$ cat src/rtl/muldiv_hilo_unit.sv
// Iterative multiply/divide engine with architectural HI/LO registers.
// MULT/MULTU use radix-2 shift-add; DIV/DIVU use radix-2 restoring division.
// Both run on operand magnitudes, and the sign is fixed up in a final cycle.
//
// state | meaning
// IDLE  | waiting for start; MTHI/MTLO writes accepted
// RUN   | WIDTH iterations, counter WIDTH-1 down to 0
// FIX   | sign correction, HI/LO load, done pulse next cycle
module muldiv_hilo_unit #(
  parameter int WIDTH = 32
) (
  input  logic             clk,
  input  logic             rst,
  input  logic             start,
  input  logic [1:0]       op,
  input  logic [WIDTH-1:0] a,
  input  logic [WIDTH-1:0] b,
  input  logic             hilo_wr,
  input  logic             wr_hi0_lo1,
  input  logic [WIDTH-1:0] wd,
  input  logic             rd_req,
  input  logic             rd_hi0_lo1,
  output logic [WIDTH-1:0] rdata,
  output logic             busy,
  output logic             done,
  output logic             stall,
  output logic             div_zero
);

  localparam int CW = (WIDTH > 1) ? $clog2(WIDTH) : 1;

  typedef enum logic [1:0] {
    S_IDLE = 2'd0,
    S_RUN  = 2'd1,
    S_FIX  = 2'd2
  } state_e;

  state_e             state_q, state_d;
  logic [CW-1:0]      cnt_q, cnt_d;
  logic [1:0]         op_q, op_d;
  logic               sa_q, sa_d;
  logic               sb_q, sb_d;
  logic [WIDTH-1:0]   opb_q, opb_d;
  logic [2*WIDTH-1:0] prod_q, prod_d;
  logic [WIDTH-1:0]   rem_q, rem_d;
  logic [WIDTH-1:0]   hi_q, hi_d;
  logic [WIDTH-1:0]   lo_q, lo_d;
  logic               done_q, done_d;
  logic               dz_q, dz_d;

  logic [WIDTH-1:0]   a_mag, b_mag;
  logic [WIDTH:0]     mul_sum;
  logic [WIDTH:0]     rem_sh, rem_diff;
  logic               rem_ge;
  logic               neg_res;
  logic [WIDTH-1:0]   quot_fix, rem_fix;
  logic [2*WIDTH-1:0] prod_fix;

  // Operand magnitudes, one iteration step for each datapath, and the final sign fix.
  always_comb begin
    a_mag    = (op[0] && a[WIDTH-1]) ? -a : a;
    b_mag    = (op[0] && b[WIDTH-1]) ? -b : b;
    mul_sum  = {1'b0, prod_q[2*WIDTH-1:WIDTH]} + (prod_q[0] ? {1'b0, opb_q} : '0);
    // The trial subtraction is one bit wider than the remainder, so its top bit is the borrow.
    rem_sh   = {rem_q, prod_q[WIDTH-1]};
    rem_diff = rem_sh - {1'b0, opb_q};
    rem_ge   = ~rem_diff[WIDTH];
    neg_res  = op_q[0] & (sa_q ^ sb_q);
    quot_fix = neg_res ? -prod_q[WIDTH-1:0] : prod_q[WIDTH-1:0];
    rem_fix  = (op_q[0] && sa_q) ? -rem_q : rem_q;
    prod_fix = neg_res ? -prod_q : prod_q;
  end

  // Next-state logic and datapath updates.
  always_comb begin
    state_d = state_q;
    cnt_d   = cnt_q;
    op_d    = op_q;
    sa_d    = sa_q;
    sb_d    = sb_q;
    opb_d   = opb_q;
    prod_d  = prod_q;
    rem_d   = rem_q;
    hi_d    = hi_q;
    lo_d    = lo_q;
    done_d  = 1'b0;
    dz_d    = dz_q;
    case (state_q)
      S_IDLE: begin
        if (start) begin
          state_d = S_RUN;
          cnt_d   = CW'(WIDTH - 1);
          op_d    = op;
          sa_d    = op[0] & a[WIDTH-1];
          sb_d    = op[0] & b[WIDTH-1];
          dz_d    = op[1] & (b == '0);
          rem_d   = '0;
          if (op[1]) begin
            opb_d  = b_mag;
            prod_d = {{WIDTH{1'b0}}, a_mag};
          end else begin
            opb_d  = a_mag;
            prod_d = {{WIDTH{1'b0}}, b_mag};
          end
        end
        // A write taken alongside a start is later overwritten by the result.
        if (hilo_wr) begin
          if (wr_hi0_lo1) lo_d = wd;
          else            hi_d = wd;
        end
      end
      S_RUN: begin
        if (op_q[1]) begin
          // The low half shifts the dividend out and the quotient bits in.
          if (rem_ge) begin
            rem_d  = rem_diff[WIDTH-1:0];
            prod_d = {prod_q[2*WIDTH-1:WIDTH], prod_q[WIDTH-2:0], 1'b1};
          end else begin
            rem_d  = rem_sh[WIDTH-1:0];
            prod_d = {prod_q[2*WIDTH-1:WIDTH], prod_q[WIDTH-2:0], 1'b0};
          end
        end else begin
          prod_d = {mul_sum, prod_q[WIDTH-1:1]};
        end
        if (cnt_q == '0) state_d = S_FIX;
        else             cnt_d   = cnt_q - CW'(1);
      end
      S_FIX: begin
        state_d = S_IDLE;
        done_d  = 1'b1;
        if (op_q[1]) begin
          lo_d = quot_fix;
          hi_d = rem_fix;
        end else begin
          {hi_d, lo_d} = prod_fix;
        end
      end
      default: state_d = S_IDLE;
    endcase
  end

  // State and datapath registers; reset aborts any operation in flight.
  always_ff @(posedge clk or negedge rst) begin
    if (!rst) begin
      state_q <= S_IDLE;
      cnt_q   <= '0;
      op_q    <= '0;
      sa_q    <= 1'b0;
      sb_q    <= 1'b0;
      opb_q   <= '0;
      prod_q  <= '0;
      rem_q   <= '0;
      hi_q    <= '0;
      lo_q    <= '0;
      done_q  <= 1'b0;
      dz_q    <= 1'b0;
    end else begin
      state_q <= state_d;
      cnt_q   <= cnt_d;
      op_q    <= op_d;
      sa_q    <= sa_d;
      sb_q    <= sb_d;
      opb_q   <= opb_d;
      prod_q  <= prod_d;
      rem_q   <= rem_d;
      hi_q    <= hi_d;
      lo_q    <= lo_d;
      done_q  <= done_d;
      dz_q    <= dz_d;
    end
  end

  // Outputs: the read port is a plain mux on the registers.
  always_comb begin
    busy     = (state_q != S_IDLE);
    stall    = busy & (start | rd_req | hilo_wr);
    rdata    = rd_hi0_lo1 ? lo_q : hi_q;
    done     = done_q;
    div_zero = dz_q;
  end

endmodule

$ cat config.mk
export PLATFORM = sky130hd
export DESIGN_NAME = muldiv_hilo_unit
export DESIGN_NICKNAME = d
export VERILOG_FILES = /design/src/rtl/muldiv_hilo_unit.sv
export SDC_FILE = /design/constraint.sdc
export NUM_CORES = 1
export LEC_CHECK = 0
export CAP_MARGIN = 20
export CORE_MARGIN = 2
export CORE_UTILIZATION = 54
export DETAILED_ROUTE_END_ITERATION = 8
export HOLD_SLACK_MARGIN = 0.1
export MAX_ROUTING_LAYER = met4
export PLACE_DENSITY = 0.75
export REMOVE_ABC_BUFFERS = 1
export SLEW_MARGIN = 5
export SYNTH_ARGS = -nofsm -noshare
export SYNTH_HDL_FRONTEND = slang
export SYNTH_SLANG_ARGS = --single-unit
$ cat constraint.sdc
create_clock -name clk -period 3.7 [get_ports clk]
set_clock_uncertainty 0.2 [all_clocks]
set_input_delay 0.74 -clock clk [delete_from_list [all_inputs] [get_ports clk]]
set_output_delay 0.74 -clock clk [all_outputs]
set_load 0.01 [all_outputs]
* Yosys cells after proc, flatten, opt, wreduce, memory -nomap -nowiden
Cells that the tools add are included.
** Storage, ports and cells
- Bits in registers :: 205
- Input port bits :: 105
- Output and inout bits :: 36
- Logic and storage cells :: 88
** Operators by class
- Add/subtract/negate cells :: 8
- Eq/ne operators :: 10
- Mux-type cells :: 32
- Bitwise operators :: 8
- Reduce and logical (&&, ||, !) cells :: 17
** Operator list (number)
- 2-to-1 mux 32 bit :: 17
- 2-to-1 mux 64 bit :: 3
- one-hot mux 32 bit (2 select lines) :: 3
- negator 32 bit :: 4
- one-hot mux 64 bit (2 select lines) :: 1
- negator 64 bit :: 1
- adder 32 x 32 -> 33 bit :: 1
- subtractor 33 x 32 -> 33 bit :: 1
- zero test 32 bit :: 1
- != test 2 bit (second input constant) :: 8
- AND reduction 3 bit :: 5
- 2-to-1 mux 5 bit :: 2
- one-hot mux 5 bit (2 select lines) :: 1
- AND reduction 2 bit :: 3
- nonzero test 2 bit :: 3
- AND 1 bit :: 5
- zero test 5 bit :: 1
- subtractor 5 x 1 -> 5 bit (second input constant) :: 1
- 2-to-1 mux 2 bit :: 2
- one-hot mux 2 bit (2 select lines) :: 1
- logical AND 1 bit :: 3
- equality test 2 x 1 -> 1 bit (second input constant) :: 1
- equality test 2 bit (second input constant) :: 1
- zero test 2 bit :: 1
- 3 further kinds :: 5

* Depth between registers and ports, before layout
- Word-level depth :: 5
- Mapped depth :: 14
- Gate-level depth less buffers :: 13

* Worst setup path before layout
Ideal clock, no wire load.
- Path type :: input-to-reg
- Start point :: input b[15]
- End point :: register prod_q[30]
- Setup time :: 104 ps
- Arrival :: 3326 ps
- Data required time :: 3396 ps
- Path slack :: 70 ps
- Stages on the path :: 8
- Path buffers :: 0
- Cells stage by stage :: or3_4 -> or4_4 -> or4_4 -> or4_4 -> o41ai_1 -> xnor2_1 -> o21ai_1 -> a221oi_1
** On the way
- Cells in the longest elaborated chain, start to end :: 5
** RTL lines
- start, declared :: line 17 : input logic [WIDTH-1:0] b,
- negator 32 bit :: line 62 : b_mag = (op[0] && b[WIDTH-1]) ? -b : b;
- 2-to-1 mux 32 bit :: line 62
- 2-to-1 mux 32 bit :: line 98 : if (op[1]) begin
- 2-to-1 mux 64 bit :: line 90 : if (start) begin
- one-hot mux 64 bit (2 select lines) :: line 88 : case (state_q)
- end signal, assigned :: line 164 : prod_q <= prod_d;
- end, declared :: line 44 : logic [2*WIDTH-1:0] prod_q, prod_d;
No other way between the ends. The select of a mux whose other input is x is not followed.
A chain may end at the register's enable or synchronous reset.

* Worst setup path after layout
Ends and elaborated chain as after synthesis.

==> metrics.yaml <==
place:
  place_congestion: 1.06
  io_buffers: 140
  dp_cells: 2729
  dp_hpwl_um: 44300
  pre_cts_slack_ps: -565
global_routing:
  busiest_layer: "met2"
  grt_antenna_before_repair: 0
  track_usage_pct: 35.0
  grt-ovfl-total: 0
  grt_pass1_vias: 16400
  grt_pass1_wl_um: 89100
  grt_use_met1_pct: 48.2
  grt_max_degree: 108
  grt_use_met2_pct: 54.5
  met3_usage_pct: 4.05
worst_setup_path:
  worstSetupPathType: "in2reg"
  crit_path_end_kind: "flop"
  reg2reg_from: "prod_q[18]$_DFFE_PN0P_"
  worstPathCellList: "clkdlybuf4s50_1 -> or3_4 -> or4_4 -> or4_4 -> or4_4 -> o41ai_4 -> xnor2_2 -> o21ai_1 -> a221oi_1"
  setup.worst_path.end: "prod_q[30]$_DFFE_PN0P_"
  cp_num_buf_inv: 1
  crit_cells: 9
  critical-path-slowest-cell: "or4_4"
  worstPathArrival_ps: 3890
  cp_common_cell: "or4_4"
  r2r_end: "hi_q[27]$_DFFE_PN0P_"
  cp.required_ps: 3930
  reg2regPathDepth: 9
  ff2ff_setup_slack_ps: 130
  critPathTopFamily: "simple AND/OR/NAND/NOR gates"
  start_kind: "input pin"
  worstSetupStartpoint: "b[15]"
  cp_slowest_stage_delay_ps: 560
  worst-path-max-fanout: 5
floorplan:
  die_x_um: 181
  rows: 64
  ioPinCount: 141
  die-area_sq_um: 32800
  start_util_pct: 55.1
  die_y_um: 181
  fp.coreArea_sq_um: 30700
timing:
  finalSetupViolations: 0
  setup_slack_ps: 38.8
  slew_headroom_pct: 35.4
  max_freq_mhz: 273
  drv_slew: 0
  worst_slew_pin_slew_ps: 965
  rsz0062_at_grt: "yes"
  period_minus_slack_ps: 3660
  final.period_utilization_pct: 99.0
  finalHoldViolCount: 0
power_and_ir_drop:
  p_leak_nw: 9.03
  combinationalPowerShare_pct: 65.2
  power_density_nw_per_um2: 979
  sw_frac_of_total_pct: 47.0
  p_int_w: 0.0108
  clkPwrFrac_pct: 12.6
  p_seq_share_pct: 22.1
  p_switching_w: 0.00956
  vdd_drop_max_uv: 445
route:
  drc: 0
  viasPerCell: 6.15
  drtIter0Drc: 1562
  firstDrtPassIters: 6
  wl_um: 56500
  ant_nets: 0
  wl_per_cell_um: 20.3
  vias: 17100
clocking:
  clkSinkCount: 205
  cts_buffers: 24
  cts_tree: "done"
  clockBufferDepth: 3
  clkTransAtPathRegs_ps: 60
  cts_max_level: 1
  clockRootBuffer: "clkbuf_16"
  clkLatencyLatePin_ps: 530
final_layout:
  drive_above_1_share_pct: 13.5
  area_growth_pct: 22.5
  fillerInstances: 2593
  final_common_cell: "nand2_1"
  stdcell_count: 2779
  final_cell_mix: "231 x nand2_1, 217 x a21oi_1, 216 x nor2_1"
  final_util_pct: 67.5
  fin_nets: 2542
yosys:
  synth_edf_count: 0
  syn_area_per_cell_sq_um: 7.88
  ys_seq_area_share_pct: 30.3
  synth_top_flop_cell: "dfrtp_1"
  synth_cell_types: 76
  ys_ff_latch: 205
  syn_inst: 2150
  syn_area_sq_um: 16900
  async_flop_share_pct: 100
  yosys_warnings: 0
run_status:
  status: "finished, final reports clean"
hold_path:
  hold_class: "reg2reg"
  hp-start: "lo_q[0]$_DFFE_PN0P_"
flow_run:
  maxCapViolations: 0
==> per-stage QoR <==
step	cell area, sq um	TNS (ps)	hold slack, ps	total power (W)
after floorplan	16400	-104950	243	0.0127
after global placement	19700	-4020	255	0.0170
after detailed placement	19700	-5390	264	0.0172
after CTS	20600	0	278	0.0199
after global routing	20700	-203	301	0.0218
final	20800	0	276	0.0203
==> cells by family after synthesis <==
group | Yosys count | synth area share (%)
buffers and inverters | 206 | 4.84
AOI/OAI and AO/OA | 705 | 25.5
DFF | 205 | 30.3
and+or+nand+nor | 679 | 18.5
adders and majority gates | 72 | 5.40
muxes | 82 | 5.09
xor gates and xnor gates | 201 | 10.4
==> registers in the layout, indices dropped and copies added (netlist names) <==
signal    flops
prod_q       64
hi_q         32
lo_q         32
opb_q        32
rem_q        32
cnt_q         5
op_q          2
state_q       2
div_zero      1
done          1
sa_q          1
sb_q          1
==> worst min path at each step <==
stage	end	slack [ps]	cells past startpoint
after floorplan	cnt_q[0]$_DFFE_PN0P_	240	0
after global placement	lo_q[0]$_DFFE_PN0P_	260	1
after detailed placement	lo_q[2]$_DFFE_PN0P_	260	2
after CTS	lo_q[2]$_DFFE_PN0P_	280	2
after global routing	lo_q[22]$_DFFE_PN0P_	300	2
final	lo_q[0]$_DFFE_PN0P_	280	1
==> power by group through the flow <==
stage | Sequential [W] | Combinational [W] | Clock (W)
after global placement | 0.00443 | 0.0125 | 0
after detailed placement | 0.00448 | 0.0128 | 0
after CTS | 0.00444 | 0.0129 | 0.00259
final | 0.00450 | 0.0133 | 0.00257
after floorplan | 0.00434 | 0.00834 | 0
after global routing | 0.00462 | 0.0145 | 0.00268
==> area by class of cell <==
class | count | area, sq um | share of cell area, %
Tap cell | 396 | 495 | 2.39
Sequential cell | 205 | 5130 | 24.7
Clock inverter | 13 | 171 | 0.826
Inverter | 67 | 251 | 1.21
Timing Repair Buffer | 328 | 2900 | 14.0
Antenna cell | 1 | 2.50 | 0.0121
Multi-Input combinational cell | 1739 | 11100 | 53.6
Clock buffer | 30 | 674 | 3.25
==> metal layers <==
layer	vias up	part of all wire, %
met1	8080	44
li1	8151	-
met4	0	2.9
met3	120	8.6
met5	-	0
met2	752	44
==> worst reg2reg max path: cells and delay by family (launching register included) <==
| family | cells | cell delay (ps) |
|---|---|---|
| compound gates | 3 | 580 |
| xor+xnor | 1 | 150 |
| simple gates | 5 | 2120 |
| flops | 1 | 370 |
==> timing repair <==
item                                   4_1_cts  5_1_grt
endpoints found under the hold margin       75        0
setup buffers                                0        4
hold buffers                                 1        0
pin swaps                                    0        8
resized for setup                            5       23
setup endpoints to repair                   24       60
==> synth_stat cells (23+ instances only) <==
library cell | instances | area, sq um
nor2_1 | 220 | 826
nand2_1 | 232 | 871
o21ai_0 | 203 | 1020
clkbuf_1 | 118 | 443
a21oi_1 | 219 | 1100
xor2_1 | 86 | 753
xnor2_1 | 115 | 1010
o211ai_1 | 29 | 218
a211oi_1 | 33 | 248
a22o_1 | 26 | 228
dfrtp_1 | 205 | 5130
nand3_1 | 26 | 130
o31ai_1 | 34 | 255
inv_1 | 66 | 248
mux2_2 | 33 | 372
a21o_1 | 30 | 225
or4_1 | 23 | 173
mux2i_1 | 49 | 490
nor3_1 | 43 | 215
ha_1 | 70 | 876
Note: power is estimated with default switching activity, not from simulation.
